==> src/rtl/load_store_unit_if.sv <==
// Request/response and data-memory bus of the load/store unit.
//   Core side : req, is_store, funct3, addr, store_data -> busy, done, fault, load_data
//   Memory    : a_dm, we, wd -> rd (combinational read of word a_dm)
// slave modport is the unit itself; master is the core/memory environment.
interface load_store_unit_if #(
  parameter int unsigned MemAw = 5
) ();
  logic              req;
  logic              is_store;
  logic [2:0]        funct3;
  logic [31:0]       addr;
  logic [31:0]       store_data;
  logic              busy;
  logic              done;
  logic              fault;
  logic [31:0]       load_data;
  logic [MemAw-1:0]  a_dm;
  logic              we;
  logic [31:0]       wd;
  logic [31:0]       rd;

  modport slave (
    input  req, is_store, funct3, addr, store_data, rd,
    output busy, done, fault, load_data, a_dm, we, wd
  );

  modport master (
    output req, is_store, funct3, addr, store_data, rd,
    input  busy, done, fault, load_data, a_dm, we, wd
  );
endinterface

==> src/rtl/load_store_unit.sv <==
// Multi-cycle RV32 load/store initiator for a word-wide memory with combinational
// reads and whole-word writes. Sub-word stores are done as read-modify-write.
//   clk_i  : clock, rising edge
//   rst_ni : asynchronous active-low reset
//   bus    : load_store_unit_if.slave (core request/response + memory bus)
module load_store_unit #(
  parameter int unsigned MemAw = 5
) (
  input  logic                clk_i,
  input  logic                rst_ni,
  load_store_unit_if.slave    bus
);

  typedef enum logic [2:0] {
    StIdle,
    StLoad,
    StWrite,
    StRmwRd,
    StRmwWr,
    StDone
  } state_e;

  state_e            state_q, state_d;
  logic [2:0]        funct3_q, funct3_d;
  logic [MemAw+1:0]  addr_q, addr_d;
  logic [31:0]       store_data_q, store_data_d;
  logic [31:0]       load_data_q, load_data_d;
  logic [31:0]       merged_q, merged_d;
  logic              fault_q, fault_d;

  logic              req_legal;
  logic [7:0]        rd_byte;
  logic [15:0]       rd_half;
  logic [31:0]       load_ext;
  logic [31:0]       merged;

  // Width code and alignment check on the raw request.
  always_comb begin
    req_legal = 1'b0;
    case (bus.funct3)
      3'b000:  req_legal = 1'b1;
      3'b001:  req_legal = ~bus.addr[0];
      3'b010:  req_legal = (bus.addr[1:0] == 2'b00);
      3'b100:  req_legal = ~bus.is_store;
      3'b101:  req_legal = ~bus.is_store & ~bus.addr[0];
      default: req_legal = 1'b0;
    endcase
  end

  // Little-endian lane select from the word currently addressed.
  always_comb begin
    rd_byte = bus.rd[7:0];
    case (addr_q[1:0])
      2'd0:    rd_byte = bus.rd[7:0];
      2'd1:    rd_byte = bus.rd[15:8];
      2'd2:    rd_byte = bus.rd[23:16];
      default: rd_byte = bus.rd[31:24];
    endcase
    rd_half = addr_q[1] ? bus.rd[31:16] : bus.rd[15:0];
  end

  always_comb begin
    load_ext = bus.rd;
    case (funct3_q)
      3'b000:  load_ext = {{24{rd_byte[7]}}, rd_byte};
      3'b001:  load_ext = {{16{rd_half[15]}}, rd_half};
      3'b100:  load_ext = {24'h0, rd_byte};
      3'b101:  load_ext = {16'h0, rd_half};
      default: load_ext = bus.rd;
    endcase
  end

  // funct3_q[0] distinguishes SH from SB; SW never reaches the merge path.
  always_comb begin
    merged = bus.rd;
    if (funct3_q[0]) begin
      if (addr_q[1]) merged[31:16] = store_data_q[15:0];
      else           merged[15:0]  = store_data_q[15:0];
    end else begin
      case (addr_q[1:0])
        2'd0:    merged[7:0]   = store_data_q[7:0];
        2'd1:    merged[15:8]  = store_data_q[7:0];
        2'd2:    merged[23:16] = store_data_q[7:0];
        default: merged[31:24] = store_data_q[7:0];
      endcase
    end
  end

  always_comb begin
    state_d      = state_q;
    funct3_d     = funct3_q;
    addr_d       = addr_q;
    store_data_d = store_data_q;
    load_data_d  = load_data_q;
    merged_d     = merged_q;
    fault_d      = fault_q;

    case (state_q)
      StIdle: begin
        if (bus.req) begin
          funct3_d     = bus.funct3;
          addr_d       = bus.addr[MemAw+1:0];
          store_data_d = bus.store_data;
          fault_d      = ~req_legal;
          if (!req_legal) begin
            state_d = StDone;
            if (!bus.is_store) load_data_d = '0;
          end else if (!bus.is_store) begin
            state_d = StLoad;
          end else if (bus.funct3 == 3'b010) begin
            state_d = StWrite;
          end else begin
            state_d = StRmwRd;
          end
        end
      end
      StLoad: begin
        load_data_d = load_ext;
        state_d     = StDone;
      end
      StWrite: state_d = StDone;
      StRmwRd: begin
        merged_d = merged;
        state_d  = StRmwWr;
      end
      StRmwWr: state_d = StDone;
      StDone:  state_d = StIdle;
      default: state_d = StIdle;
    endcase
  end

  always_ff @(posedge clk_i or negedge rst_ni) begin
    if (!rst_ni) begin
      state_q      <= StIdle;
      funct3_q     <= '0;
      addr_q       <= '0;
      store_data_q <= '0;
      load_data_q  <= '0;
      merged_q     <= '0;
      fault_q      <= 1'b0;
    end else begin
      state_q      <= state_d;
      funct3_q     <= funct3_d;
      addr_q       <= addr_d;
      store_data_q <= store_data_d;
      load_data_q  <= load_data_d;
      merged_q     <= merged_d;
      fault_q      <= fault_d;
    end
  end

  // All outputs decode registered state only, so WE cannot glitch on inputs.
  always_comb begin
    bus.busy      = (state_q != StIdle);
    bus.done      = (state_q == StDone);
    bus.fault     = (state_q == StDone) & fault_q;
    bus.load_data = load_data_q;
    bus.a_dm      = addr_q[MemAw+1:2];
    bus.we        = 1'b0;
    bus.wd        = '0;
    case (state_q)
      StWrite: begin
        bus.we = 1'b1;
        bus.wd = store_data_q;
      end
      StRmwWr: begin
        bus.we = 1'b1;
        bus.wd = merged_q;
      end
      default: ;
    endcase
  end

endmodule
==> src/flat_wrapper.sv <==
// flat-port wrapper written by rule: the top's interface ports become plain ports
module load_store_unit_flat 
#(
  parameter int unsigned MemAw = 5
)
  (clk_i, rst_ni, bus_req, bus_is_store, bus_funct3, bus_addr, bus_store_data, bus_rd, bus_busy, bus_done, bus_fault, bus_load_data, bus_a_dm, bus_we, bus_wd);
  load_store_unit_if #(.MemAw(MemAw)) bus_i ();
  input  logic clk_i;
  input  logic rst_ni;
  input wire logic [$bits(bus_i.req)-1:0] bus_req;
  input wire logic [$bits(bus_i.is_store)-1:0] bus_is_store;
  input wire logic [$bits(bus_i.funct3)-1:0] bus_funct3;
  input wire logic [$bits(bus_i.addr)-1:0] bus_addr;
  input wire logic [$bits(bus_i.store_data)-1:0] bus_store_data;
  input wire logic [$bits(bus_i.rd)-1:0] bus_rd;
  output wire logic [$bits(bus_i.busy)-1:0] bus_busy;
  output wire logic [$bits(bus_i.done)-1:0] bus_done;
  output wire logic [$bits(bus_i.fault)-1:0] bus_fault;
  output wire logic [$bits(bus_i.load_data)-1:0] bus_load_data;
  output wire logic [$bits(bus_i.a_dm)-1:0] bus_a_dm;
  output wire logic [$bits(bus_i.we)-1:0] bus_we;
  output wire logic [$bits(bus_i.wd)-1:0] bus_wd;
  assign bus_i.req = bus_req;
  assign bus_i.is_store = bus_is_store;
  assign bus_i.funct3 = bus_funct3;
  assign bus_i.addr = bus_addr;
  assign bus_i.store_data = bus_store_data;
  assign bus_i.rd = bus_rd;
  assign bus_busy = bus_i.busy;
  assign bus_done = bus_i.done;
  assign bus_fault = bus_i.fault;
  assign bus_load_data = bus_i.load_data;
  assign bus_a_dm = bus_i.a_dm;
  assign bus_we = bus_i.we;
  assign bus_wd = bus_i.wd;
  load_store_unit #(.MemAw(MemAw)) u_core (.clk_i(clk_i), .rst_ni(rst_ni), .bus(bus_i));
endmodule
==> config.mk <==
export PLATFORM = sky130hd
export DESIGN_NAME = load_store_unit_flat
export DESIGN_NICKNAME = d
export VERILOG_FILES = /design/src/rtl/load_store_unit_if.sv /design/src/rtl/load_store_unit.sv /design/src/flat_wrapper.sv
export SDC_FILE = /design/constraint.sdc
export NUM_CORES = 1
export LEC_CHECK = 0
export BUFFER_PORTS_ARGS = -buffer_cell sky130_fd_sc_hd__buf_2
export CORE_MARGIN = 2
export CORE_UTILIZATION = 50
export DETAILED_ROUTE_END_ITERATION = 12
export GPL_ROUTABILITY_DRIVEN = 0
export GPL_TIMING_DRIVEN = 1
export PLACE_DENSITY = 0.83
export SLEW_MARGIN = 20
export SYNTH_ARGS = -nofsm -noshare
export SYNTH_HDL_FRONTEND = slang
export SYNTH_SLANG_ARGS = --single-unit
==> constraint.sdc <==
create_clock -name clk_i -period 2.5 [get_ports clk_i]
set_clock_uncertainty 0.2 [all_clocks]
set_input_delay 0 -clock clk_i [delete_from_list [all_inputs] [get_ports clk_i]]
set_output_delay 0 -clock clk_i [all_outputs]
set_load 0.03 [all_outputs]
==> impl_summary.log, run 1 <==
[metrics] run status: completed
[metrics] maximum fanout encountered on the critical timing path: 37
[metrics] fillers: 810
[metrics] count of cells resized by post-cts repair: 0
[metrics] vias: 5086
[metrics] count of final setup violators: 0
[metrics] number of nets at the end of the flow: just over 800
[metrics] worst min-delay path class: in -> reg
[metrics] Routed Antenna Nets: 0
[metrics] CTS root buf: clkbuf_8
[metrics] number of flops mapped to enable cells by yosys: 0
[metrics] Placement Rows: 38
[metrics] setup repair bufs after CTS: 0
[metrics] Worst setup endpoint: u_core.state_q[1]$_DFFE_PN0N_
[metrics] GR Overflow Total: 0
[metrics] vertical die dimension: roughly 110 µm
[metrics] overall global routing resource usage: 0.293
[metrics] FMAX: about 0.42 GHz
[metrics] number of clock buffers inserted by TritonCTS: 9
[metrics] post-route worst setup slack: 0.114 ns
[metrics] Top Ports: 176
[metrics] final non-filler cell area: 7430 µm²
[metrics] Distinct cells, synth: between 40 and 50
[metrics] max-cap violations: 0
[metrics] CP delay by family, top: simple AND/OR/NAND/NOR gates
[metrics] period utilisation layout: 0.955
[metrics] count of cells along the worst register-to-register path: 6
[metrics] number of pins with negative max-slew slack in the final report: 0
[metrics] Residual DRC: 0
[metrics] Synth warnings: 0
[metrics] wire length of the first global-routing pass: 26400 µm
[metrics] CTS Hold Bufs: 81
[metrics] Rel. slew slack: 0.389
[metrics] critical path launch point type: flip-flop
[metrics] minimum setup slack after placement: 0.360 ns
[metrics] CP Launch Point: u_core.state_q[2]$_DFFE_PN0N_
[metrics] commonest cells after routing, fill and taps aside: buf_2, dfrtp_1, dlygate4sd3_1, nand2_1, a22o_1
[metrics] Register-to-Register Setup Slack: 0.11 ns
[metrics] average detailed-routed wire length per instance: 19.8 µm
[metrics] maximum clock insertion buffer count: 2
[metrics] worst hold slack across all endpoints: roughly 0.16 ns
[metrics] number of global-route vias before repair: 5081
[metrics] cell-by-cell listing of the critical path: nor3_1 > and2_2 > buf_12 > nand2_1 > nor2_1 > dlygate4sd3_1
[metrics] post-synthesis sequential area ratio: 0.494
[metrics] total negative setup slack: 0 ns
[metrics] Final Hold Violating Endpoints: 0
[metrics] vias per cell: 5.96
[metrics] Crit-path slowest cell: dlygate4sd3_1
[metrics] Layout area overhead: 33.5%
[metrics] starting density of the core: 0.514
[metrics] pin count of the biggest net entering global routing: 65
[metrics] placed wire-length estimate after detailed placement: about 11000 µm
[metrics] cell depth of the worst setup path: 6
[metrics] Mapped Avg Cell Area: about 11 µm²
[metrics] layout cells sized above 1: 0.325
[metrics] Crit path largest cell delay: 0.55 ns
[metrics] Syn Inst Count: about 500
[metrics] core region area: 10800 µm²
[metrics] number of antenna repair diodes: 0
[metrics] P_leak: 3.51 nW
[metrics] DRC marker count from the first detailed-route iteration: 369
[metrics] Worst-Margin Slew: 0.916 ns
[metrics] Yosys reg bits: 110
[metrics] kind of critical path: reg -> reg
[metrics] total power after layout: 9.69 mW
[metrics] dominant synthesized flop cell: dfrtp_1
[metrics] detailed-route wire length: about 17000 µm
[metrics] reg-to-reg endpoint: u_core.state_q[1]$_DFFE_PN0N_
[metrics] register clock-pin slew on the reported worst setup and hold paths: roughly 0.11 ns
[metrics] net count after synthesis: approximately 600
[metrics] Clock H-tree levels: 3
[metrics] final period demand of the worst path: 2.39 ns
[metrics] number of antenna violations at the first check in global routing: 0
[metrics] required arrival time at the worst endpoint: 2.64 ns
[metrics] Total Die Area: 12000 µm²
[metrics] area of the multi-input gates: 2540 µm²
[metrics] number of buffer cells added on primary ports: 150
[metrics] startpoint of the worst register-to-register path: u_core.state_q[2]$_DFFE_PN0N_
[metrics] Pre-Repair DR Iteration Count: 7
[metrics] buffers plus inverters on the worst setup path: 2
[metrics] instance area at placement: 6390 µm²
[metrics] worst endpoint data arrival time: roughly 2.5 ns
[metrics] most common cell after layout, fill and taps aside: buf_2
[metrics] endpoint class of the critical path: flip-flop
[metrics] worst ir drop on vdd: 0.794 mV
[metrics] share of synthesized registers carrying an async set or reset: 1.00
[metrics] Post-Syn Area: 5570 µm²
[metrics] clock tree from TritonCTS: yes
[metrics] RSZ-0062 raised after global routing: false
[metrics] number of clock sinks seen by CTS: 110
[metrics] die width: 110 µm
[metrics] register area: 2750 µm²
[metrics] power per cell area: 1300 nW/µm²
[metrics] clock network latency to the later pin of the worst-skew pair: 0.39 ns
-- sequential cells by signal, indices dropped and copies added (netlist names) --
name                  cells
u_core.store_data_q      32
u_core.funct3_q           3
u_core.state_q            3
u_core.merged_q          32
u_core.fault_q            1
u_core.bus.load_data     32
u_core.addr_q             7
-- area by class of cell --
cell class                 instances  area share
clock buffer                       9      0.0167
sequential                       110       0.370
multi-input combinational        335       0.342
clock inverter                     7      0.0133
tap                              140      0.0236
inverter                           4     0.00202
timing repair buffer             248       0.232
-- stage by stage --
stage / std cells / utilization
after floorplan: 498 / -
after global placement: 756 / 0.590
after detailed placement: 756 / 0.590
after CTS: 853 / 0.686
after global routing: 853 / 0.686
final: 853 / 0.686
-- layer usage --
layer  global-route usage  vias to the layer above  wire, µm
li1                     -                     2298         -
met1                0.374                     2489      6880
met2                0.484                      252      8080
met3               0.0664                       47      1330
met4                0.114                        0       556
met5                    0                        -         0
-- synthesized netlist by cell type, types with 4 or more instances --
cell type / instances / area share
buf_1: 4 / 0.0027
buf_4: 10 / 0.013
nand2_1: 48 / 0.032
clkbuf_1: 22 / 0.015
buf_2: 8 / 0.0072
mux2_2: 36 / 0.073
or3_1: 5 / 0.0056
o31ai_1: 15 / 0.020
a221o_1: 17 / 0.031
mux2i_1: 24 / 0.043
dfrtp_1: 110 / 0.49
o22ai_1: 23 / 0.026
nor2_1: 18 / 0.012
a21oi_1: 8 / 0.0072
o22a_1: 15 / 0.024
a2bb2oi_1: 7 / 0.011
buf_6: 5 / 0.010
mux2_1: 5 / 0.010
o2bb2ai_1: 5 / 0.0079
a22o_1: 43 / 0.068
o21ai_0: 30 / 0.027
-- worst min-delay path, stage by stage --
cell and delay (ns):
dlygate4sd3_1 0.51, buf_2 0.09, mux2_1 0.11
-- report_power, final --
part           total, mW  switching (mW)  internal [mW]
registers           3.33           0.743           2.58
logic               5.18            3.05           2.13
clock network       1.19           0.624          0.565
-- worst min-delay path by stage --
stage / start / end / slack (ns) / depth (start not counted)
floorplan: rst_ni / u_core.addr_q[0]$_DFFE_PN0P_ / -0.50 / 0
global placement: rst_ni / u_core.store_data_q[16]$_DFFE_PN0P_ / -0.20 / 1
detailed placement: rst_ni / u_core.store_data_q[22]$_DFFE_PN0P_ / -0.19 / 1
CTS: bus_store_data[27] / u_core.store_data_q[27]$_DFFE_PN0P_ / 0.13 / 3
global route: bus_store_data[30] / u_core.store_data_q[30]$_DFFE_PN0P_ / 0.17 / 3
finish: bus_store_data[30] / u_core.store_data_q[30]$_DFFE_PN0P_ / 0.16 / 3
-- logic make-up (layout without fill, tap and decap cells) --
kind of cell    count (synthesis)  count (layout)  share of synthesized area
compound gates                174             174                      0.242
simple gates                   95              95                     0.0822
flops                         110             110                      0.494
buf+inv                        53             268                     0.0510
mux                            66              66                      0.130
Note: power is estimated with default switching activity, not from simulation.
==> inputs of run 2 (changes only) <==
clock period = 2.7 ns   (was 2.5 ns; I/O delays follow)
==> run 2 against run 1 <==
  * The run now ends with hold timing left
  * Register-to-register slack improved by 0.04 ns
  * Cell count fell by 0.23%
  * Via count rose by 1.5%
  * Total power fell by 6.5%
  * Largest power group unchanged
  * Combinational power fell by 6.2%
  * Sequential power fell by 6.9%
  * Die area did not move
  * Fmax fell by 6.4%
  * Wire length rose by 1.7%
  * First-iteration DRC count rose by 26%
==> impl_summary.log, run 2 (synthesized netlist as in run 1, its figures left out) <==
[metrics] run status: finished with violations (was completed)
[metrics] violated checks: hold timing
[metrics] buffers plus inverters on the worst setup path: 3 (was 2)
[metrics] Total Die Area: 12000 µm² (unchanged)
[metrics] startpoint of the worst register-to-register path: u_core.addr_q[1]$_DFFE_PN0P_ (was u_core.state_q[2]$_DFFE_PN0N_)
[metrics] register area: 2750 µm² (unchanged)
[metrics] Placement Rows: 38 (unchanged)
[metrics] maximum clock insertion buffer count: 2 (unchanged)
[metrics] DRC marker count from the first detailed-route iteration: 465 (was 369)
[metrics] count of final setup violators: 0 (unchanged)
[metrics] worst hold slack across all endpoints: -0.00356 ns (was 0.161 ns)
[metrics] number of clock buffers inserted by TritonCTS: 9 (unchanged)
[metrics] kind of critical path: reg -> reg (unchanged)
[metrics] CP Launch Point: u_core.addr_q[1]$_DFFE_PN0P_ (was u_core.state_q[2]$_DFFE_PN0N_)
[metrics] register clock-pin slew on the reported worst setup and hold paths: 0.10 ns (was 0.11 ns)
[metrics] Clock H-tree levels: 3 (unchanged)
[metrics] worst endpoint data arrival time: 2.62 ns (was 2.52 ns)
[metrics] clock tree from TritonCTS: yes (unchanged)
[metrics] Worst-Margin Slew: 1.03 ns (was 0.916 ns)
[metrics] core region area: 10800 µm² (unchanged)
[metrics] pin count of the biggest net entering global routing: 65 (unchanged)
[metrics] placed cell count: 752 (was 756)
[metrics] number of nets at the end of the flow: 809 (was 811)
[metrics] count of placed standard cells in the final layout, fillers left out: 851 (was 853)
[metrics] vias: 5162 (was 5086)
[metrics] clock network latency to the later pin of the worst-skew pair: 0.38 ns (was 0.39 ns)
[metrics] Layout area overhead: 33.2% (was 33.5%)
[metrics] total negative setup slack: 0 ns (unchanged)
[metrics] number of buffer cells added on primary ports: 150 (unchanged)
[metrics] starting density of the core: 0.514 (unchanged)
[metrics] CP delay by family, top: buffers and inverters (was simple AND/OR/NAND/NOR gates)
[metrics] max-cap violations: 0 (unchanged)
[metrics] worst min-delay path class: in -> async (was in -> reg)
[metrics] number of pins with negative max-slew slack in the final report: 0 (unchanged)
[metrics] Final Hold Violating Endpoints: 3 (was 0)
[metrics] overall global routing resource usage: 0.293 (about the same)
[metrics] commonest cells after routing, fill and taps aside: buf_2, dfrtp_1, dlygate4sd3_1, nand2_1, a22o_1 (unchanged)
[metrics] detailed-route wire length: 17100 µm (was 16800 µm)
[metrics] required arrival time at the worst endpoint: 2.77 ns (was 2.64 ns)
[metrics] Top Ports: 176 (unchanged)
[metrics] Residual DRC: 0 (unchanged)
[metrics] layout cells sized above 1: 0.325 (about the same)
[metrics] vertical die dimension: 110 µm (unchanged)
[metrics] period utilisation layout: 0.945 (was 0.955)
[metrics] RSZ-0062 raised after global routing: false (unchanged)
[metrics] maximum fanout encountered on the critical timing path: 34 (was 37)
[metrics] area of the multi-input gates: 2550 µm² (was 2540 µm²)
[metrics] number of antenna violations at the first check in global routing: 0 (unchanged)
[metrics] fillers: 782 (was 810)
[metrics] GR Overflow Total: 0 (unchanged)
[metrics] final non-filler cell area: 7410 µm² (was 7430 µm²)
[metrics] wire length of the first global-routing pass: 26600 µm (was 26400 µm)
[metrics] post-route worst setup slack: 0.150 ns (was 0.114 ns)
[metrics] critical path launch point type: flip-flop (unchanged)
[metrics] placed wire-length estimate after detailed placement: 11400 µm (about the same)
[metrics] number of antenna repair diodes: 0 (unchanged)
[metrics] minimum setup slack after placement: 0.438 ns (was 0.360 ns)
[metrics] most common cell after layout, fill and taps aside: buf_2 (unchanged)
[metrics] vias per cell: 6.07 (was 5.96)
[metrics] Pre-Repair DR Iteration Count: 5 (was 7)
[metrics] worst ir drop on vdd: 0.692 mV (was 0.794 mV)
[metrics] CTS root buf: clkbuf_8 (unchanged)
[metrics] final period demand of the worst path: 2.55 ns (was 2.39 ns)
[metrics] number of clock sinks seen by CTS: 110 (unchanged)
[metrics] instance area at placement: 6360 µm² (was 6390 µm²)
[metrics] die width: 110 µm (unchanged)
[metrics] cell-by-cell listing of the critical path: buf_4 > clkinvlp_4 > or3_1 > a21oi_1 > o2bb2ai_1 > dlygate4sd3_1 (was nor3_1 > and2_2 > buf_12 > nand2_1 > nor2_1 > dlygate4sd3_1)
[metrics] Crit path largest cell delay: 0.55 ns (about the same)
[metrics] P_leak: 3.51 nW (about the same)
[metrics] endpoint class of the critical path: flip-flop (unchanged)
[metrics] FMAX: 0.392 GHz (was 0.419 GHz)
[metrics] Routed Antenna Nets: 0 (unchanged)
[metrics] average detailed-routed wire length per instance: 20.1 µm (was 19.8 µm)
[metrics] Rel. slew slack: 0.312 (was 0.389)
[metrics] power per cell area: 1220 nW/µm² (was 1300 nW/µm²)
[metrics] number of global-route vias before repair: 5136 (was 5081)
[metrics] Crit-path slowest cell: dlygate4sd3_1 (unchanged)
[run 2: cell types whose count changed in the layout (fill, tap and decap cells not counted), sizes merged]
cell / delta
buf: -3
clkinv: +2
clkinvlp: -3
dlygate4sd3: +1
inv: +1
[run 2: path summary, 6_finish.rpt]
check	endpoint	slack (ns)	cells past startpoint
max in group asynchronous	u_core.addr_q[4]$_DFFE_PN0P_	1.56	3
setup reg to reg	u_core.bus.load_data[6]$_DFFE_PN0P_	0.15	6
hold reg to reg	u_core.merged_q[7]$_DFFE_PN0P_	0.30	2
min in group clk_i	u_core.store_data_q[26]$_DFFE_PN0P_	0.18	3
setup / recovery	u_core.bus.load_data[6]$_DFFE_PN0P_	0.15	6
hold / removal	u_core.store_data_q[23]$_DFFE_PN0P_	-0.004	2
[run 2: stage by stage]
stage	hold WS [ns]	total power, mW	utilization
after floorplan	-0.496	6.52	-
after global placement	-0.117	7.53	0.587
after detailed placement	-0.110	7.72	0.587
after CTS	0.0287	8.94	0.682
after global routing	0.0589	9.56	0.684
final	-0.00356	9.06	0.684
[run 2: report_power, final]
part	total [mW]	switching, mW	internal, mW
registers	3.10	0.704	2.39
logic	4.86	2.85	2.00
clock network	1.11	0.581	0.528
total	9.06	4.14	4.92
[run 2: per-layer routing]
metal | GRT usage | wire, µm
met1 | 0.379 | 6790
met2 | 0.478 | 8100
met3 | 0.0569 | 1520
met4 | 0.132 | 718
met5 | 0 | 0
[run 2: area by class of cell]
| cell class | count | share of cell area |
|---|---|---|
| repair buffers | 246 | 0.229 |
| flip-flops and latches | 110 | 0.371 |
| clock buffers | 9 | 0.0167 |
| well taps | 140 | 0.0236 |
| multi-input cells | 335 | 0.343 |
| clock inverters | 7 | 0.0130 |
| inverters | 4 | 0.00253 |
[run 2: timing repair]
item / 4_1_cts / 5_1_grt
hold endpoints to repair: 180 / 0
hold buffers: 81 / 0
buffers inserted: 0 / 2
gates resized for setup: 0 / 2
endpoints found under the setup margin: 0 / 2
==> inputs of run 3 (changes only) <==
CELL_PAD_IN_SITES_DETAIL_PLACEMENT = 1   (was unset)
CELL_PAD_IN_SITES_GLOBAL_PLACEMENT = 1   (was unset)
CORE_UTILIZATION = 39   (was 50)
PLACE_DENSITY = 0.84   (was 0.83)
==> run 3 against run 2 <==
  * The flow now finishes without violations
  * First-iteration DRC count fell by 28%
  * Clock power rose by 32%
  * Combinational power barely moved
  * Cell count rose by 4.0%
  * Fmax rose by 5.5%
  * Critical path type unchanged
  * Critical endpoint is now u_core.store_data_q[3]$_DFFE_PN0P_
  * Largest power group unchanged
==> impl_summary.log, run 3 (synthesized netlist as in run 1, its figures left out) <==
[metrics] core region area: 13900 µm² (was 10800 µm²)
[metrics] starting density of the core: 0.400 (was 0.514)
[metrics] CTS root buf: clkbuf_16 (was clkbuf_8)
[metrics] placed wire-length estimate after detailed placement: 13200 µm (was 11400 µm)
[metrics] CP delay by family, top: simple AND/OR/NAND/NOR gates (was buffers and inverters)
[metrics] Crit-path slowest cell: nor3_1 (was dlygate4sd3_1)
[metrics] number of clock buffers inserted by TritonCTS: 9 (unchanged)
[metrics] RSZ-0062 raised after global routing: false (unchanged)
[metrics] Worst-Margin Slew: 0.763 ns (was 1.03 ns)
[metrics] Layout area overhead: 34.8% (was 33.2%)
[metrics] number of global-route vias before repair: 5530 (was 5136)
[metrics] total negative setup slack: 0 ns (unchanged)
[metrics] worst min-delay path class: in -> async (unchanged)
[metrics] Top Ports: 176 (unchanged)
[metrics] final period demand of the worst path: 2.42 ns (was 2.55 ns)
[metrics] number of buffer cells added on primary ports: 150 (unchanged)
[metrics] vias: 5112 (was 5162)
[metrics] critical path launch point type: flip-flop (unchanged)
[metrics] Total Die Area: 15200 µm² (was 12000 µm²)
[metrics] FMAX: 0.414 GHz (was 0.392 GHz)
[metrics] number of antenna repair diodes: 0 (unchanged)
[metrics] worst endpoint data arrival time: 2.46 ns (was 2.62 ns)
[metrics] vertical die dimension: 123 µm (was 110 µm)
[metrics] commonest cells after routing, fill and taps aside: buf_2, dfrtp_1, dlygate4sd3_1, nand2_1, a22o_1 (unchanged)
[metrics] die width: 123 µm (was 110 µm)
[metrics] Routed Antenna Nets: 0 (unchanged)
[metrics] worst ir drop on vdd: 0.525 mV (was 0.692 mV)
[metrics] layout cells sized above 1: 0.322 (was 0.325)
[metrics] endpoint class of the critical path: flip-flop (unchanged)
[metrics] count of final setup violators: 0 (unchanged)
[metrics] Placement Rows: 43 (was 38)
[metrics] number of antenna violations at the first check in global routing: 0 (unchanged)
[metrics] DRC marker count from the first detailed-route iteration: 333 (was 465)
[metrics] Pre-Repair DR Iteration Count: 5 (unchanged)
[metrics] GR Overflow Total: 0 (unchanged)
[metrics] pin count of the biggest net entering global routing: 65 (unchanged)
[metrics] Final Hold Violating Endpoints: 0 (was 3)
[metrics] count of placed standard cells in the final layout, fillers left out: 885 (was 851)
[metrics] buffers plus inverters on the worst setup path: 1 (was 3)
[metrics] Clock H-tree levels: 3 (unchanged)
[metrics] required arrival time at the worst endpoint: 2.74 ns (was 2.77 ns)
[metrics] number of pins with negative max-slew slack in the final report: 0 (unchanged)
[metrics] vias per cell: 5.78 (was 6.07)
[metrics] P_leak: 3.53 nW (was 3.51 nW)
[metrics] power per cell area: 1260 nW/µm² (was 1220 nW/µm²)
[metrics] setup repair bufs after CTS: 0 (unchanged)
[metrics] maximum fanout encountered on the critical timing path: 37 (was 34)
[metrics] clock tree from TritonCTS: yes (unchanged)
[metrics] Register-to-Register Setup Slack: 0.28 ns (was 0.15 ns)
[metrics] clock network latency to the later pin of the worst-skew pair: 0.36 ns (was 0.38 ns)
[metrics] detailed-route wire length: 19800 µm (was 17100 µm)
[metrics] overall global routing resource usage: 0.268 (was 0.293)
[metrics] number of nets at the end of the flow: 804 (was 809)
[metrics] period utilisation layout: 0.895 (was 0.945)
[metrics] register clock-pin slew on the reported worst setup and hold paths: 0.07 ns (was 0.10 ns)
[metrics] Crit path largest cell delay: 0.52 ns (was 0.55 ns)
[metrics] kind of critical path: reg -> reg (unchanged)
[metrics] maximum clock insertion buffer count: 2 (unchanged)
[metrics] Rel. slew slack: 0.490 (was 0.312)
[metrics] placed cell count: 793 (was 752)
[metrics] number of clock sinks seen by CTS: 110 (unchanged)
[metrics] cell-by-cell listing of the critical path: nor3_1 > and2_2 > buf_12 > mux2_2 (was buf_4 > clkinvlp_4 > or3_1 > a21oi_1 > o2bb2ai_1 > dlygate4sd3_1)
[metrics] wire length of the first global-routing pass: 30500 µm (was 26600 µm)
[metrics] run status: completed (was finished with violations)
[metrics] average detailed-routed wire length per instance: 22.3 µm (was 20.1 µm)
[metrics] most common cell after layout, fill and taps aside: buf_2 (unchanged)
[metrics] max-cap violations: 0 (unchanged)
[metrics] Residual DRC: 0 (unchanged)
-- run 3: where the power goes --
part,internal [mW],switching (mW),total [mW]
combinational,1.95,2.92,4.86
sequential,2.40,0.736,3.13
clock,0.856,0.609,1.47
total,5.20,4.26,9.46
-- run 3: worst paths after layout --
path,startpoint,end,depth (start not counted)
setup / recovery,u_core.state_q[2]$_DFFE_PN0N_,u_core.store_data_q[3]$_DFFE_PN0P_,4
hold / removal,rst_ni,u_core.store_data_q[21]$_DFFE_PN0P_,2
setup reg to reg,u_core.state_q[2]$_DFFE_PN0N_,u_core.store_data_q[3]$_DFFE_PN0P_,4
hold reg to reg,u_core.bus.load_data[7]$_DFFE_PN0P_,u_core.bus.load_data[7]$_DFFE_PN0P_,1
max in group asynchronous,rst_ni,u_core.bus.load_data[19]$_DFFE_PN0P_,3
min in group clk_i,bus_store_data[29],u_core.store_data_q[29]$_DFFE_PN0P_,3
-- run 3: cell type report --
type | count | area, µm²
Sequential cell | 110 | 2750
Timing Repair Buffer | 241 | 1640
Multi-Input combinational cell | 335 | 2550
Clock buffer | 11 | 253
Tap cell | 180 | 225
Fill cell | 1502 | 6430
Inverter | 4 | 15.0
Clock inverter | 4 | 70.1
-- run 3: per-layer routing --
layer,part of all wire,GRT usage,vias to the layer above
met5,0,0,-
met4,0.027,0.0952,0
met3,0.062,0.0627,35
met2,0.52,0.464,203
met1,0.39,0.327,2590
li1,-,-,2284
-- run 3: stage by stage --
| step | worst slack (ns) | power [mW] | util | hold WS, ns | cell area, µm² |
|---|---|---|---|---|---|
| floorplan | 0.779 | 6.52 | - | -0.496 | 5570 |
| global placement | 0.488 | 7.60 | 0.460 | -0.114 | 6410 |
| detailed placement | 0.333 | 7.83 | 0.460 | -0.0996 | 6410 |
| CTS | 0.302 | 9.41 | 0.538 | 0.0751 | 7500 |
| global route | 0.113 | 10.0 | 0.539 | 0.123 | 7510 |
| finish | 0.283 | 9.46 | 0.539 | 0.0585 | 7510 |
-- run 3: what timing repair did --
| action | 4_1_cts | 5_1_grt |
|---|---|---|
| hold buffers | 77 | 0 |
| setup endpoints to repair | 0 | 0 |
| hold endpoints to repair | 164 | 0 |
| resized for setup | 0 | 0 |
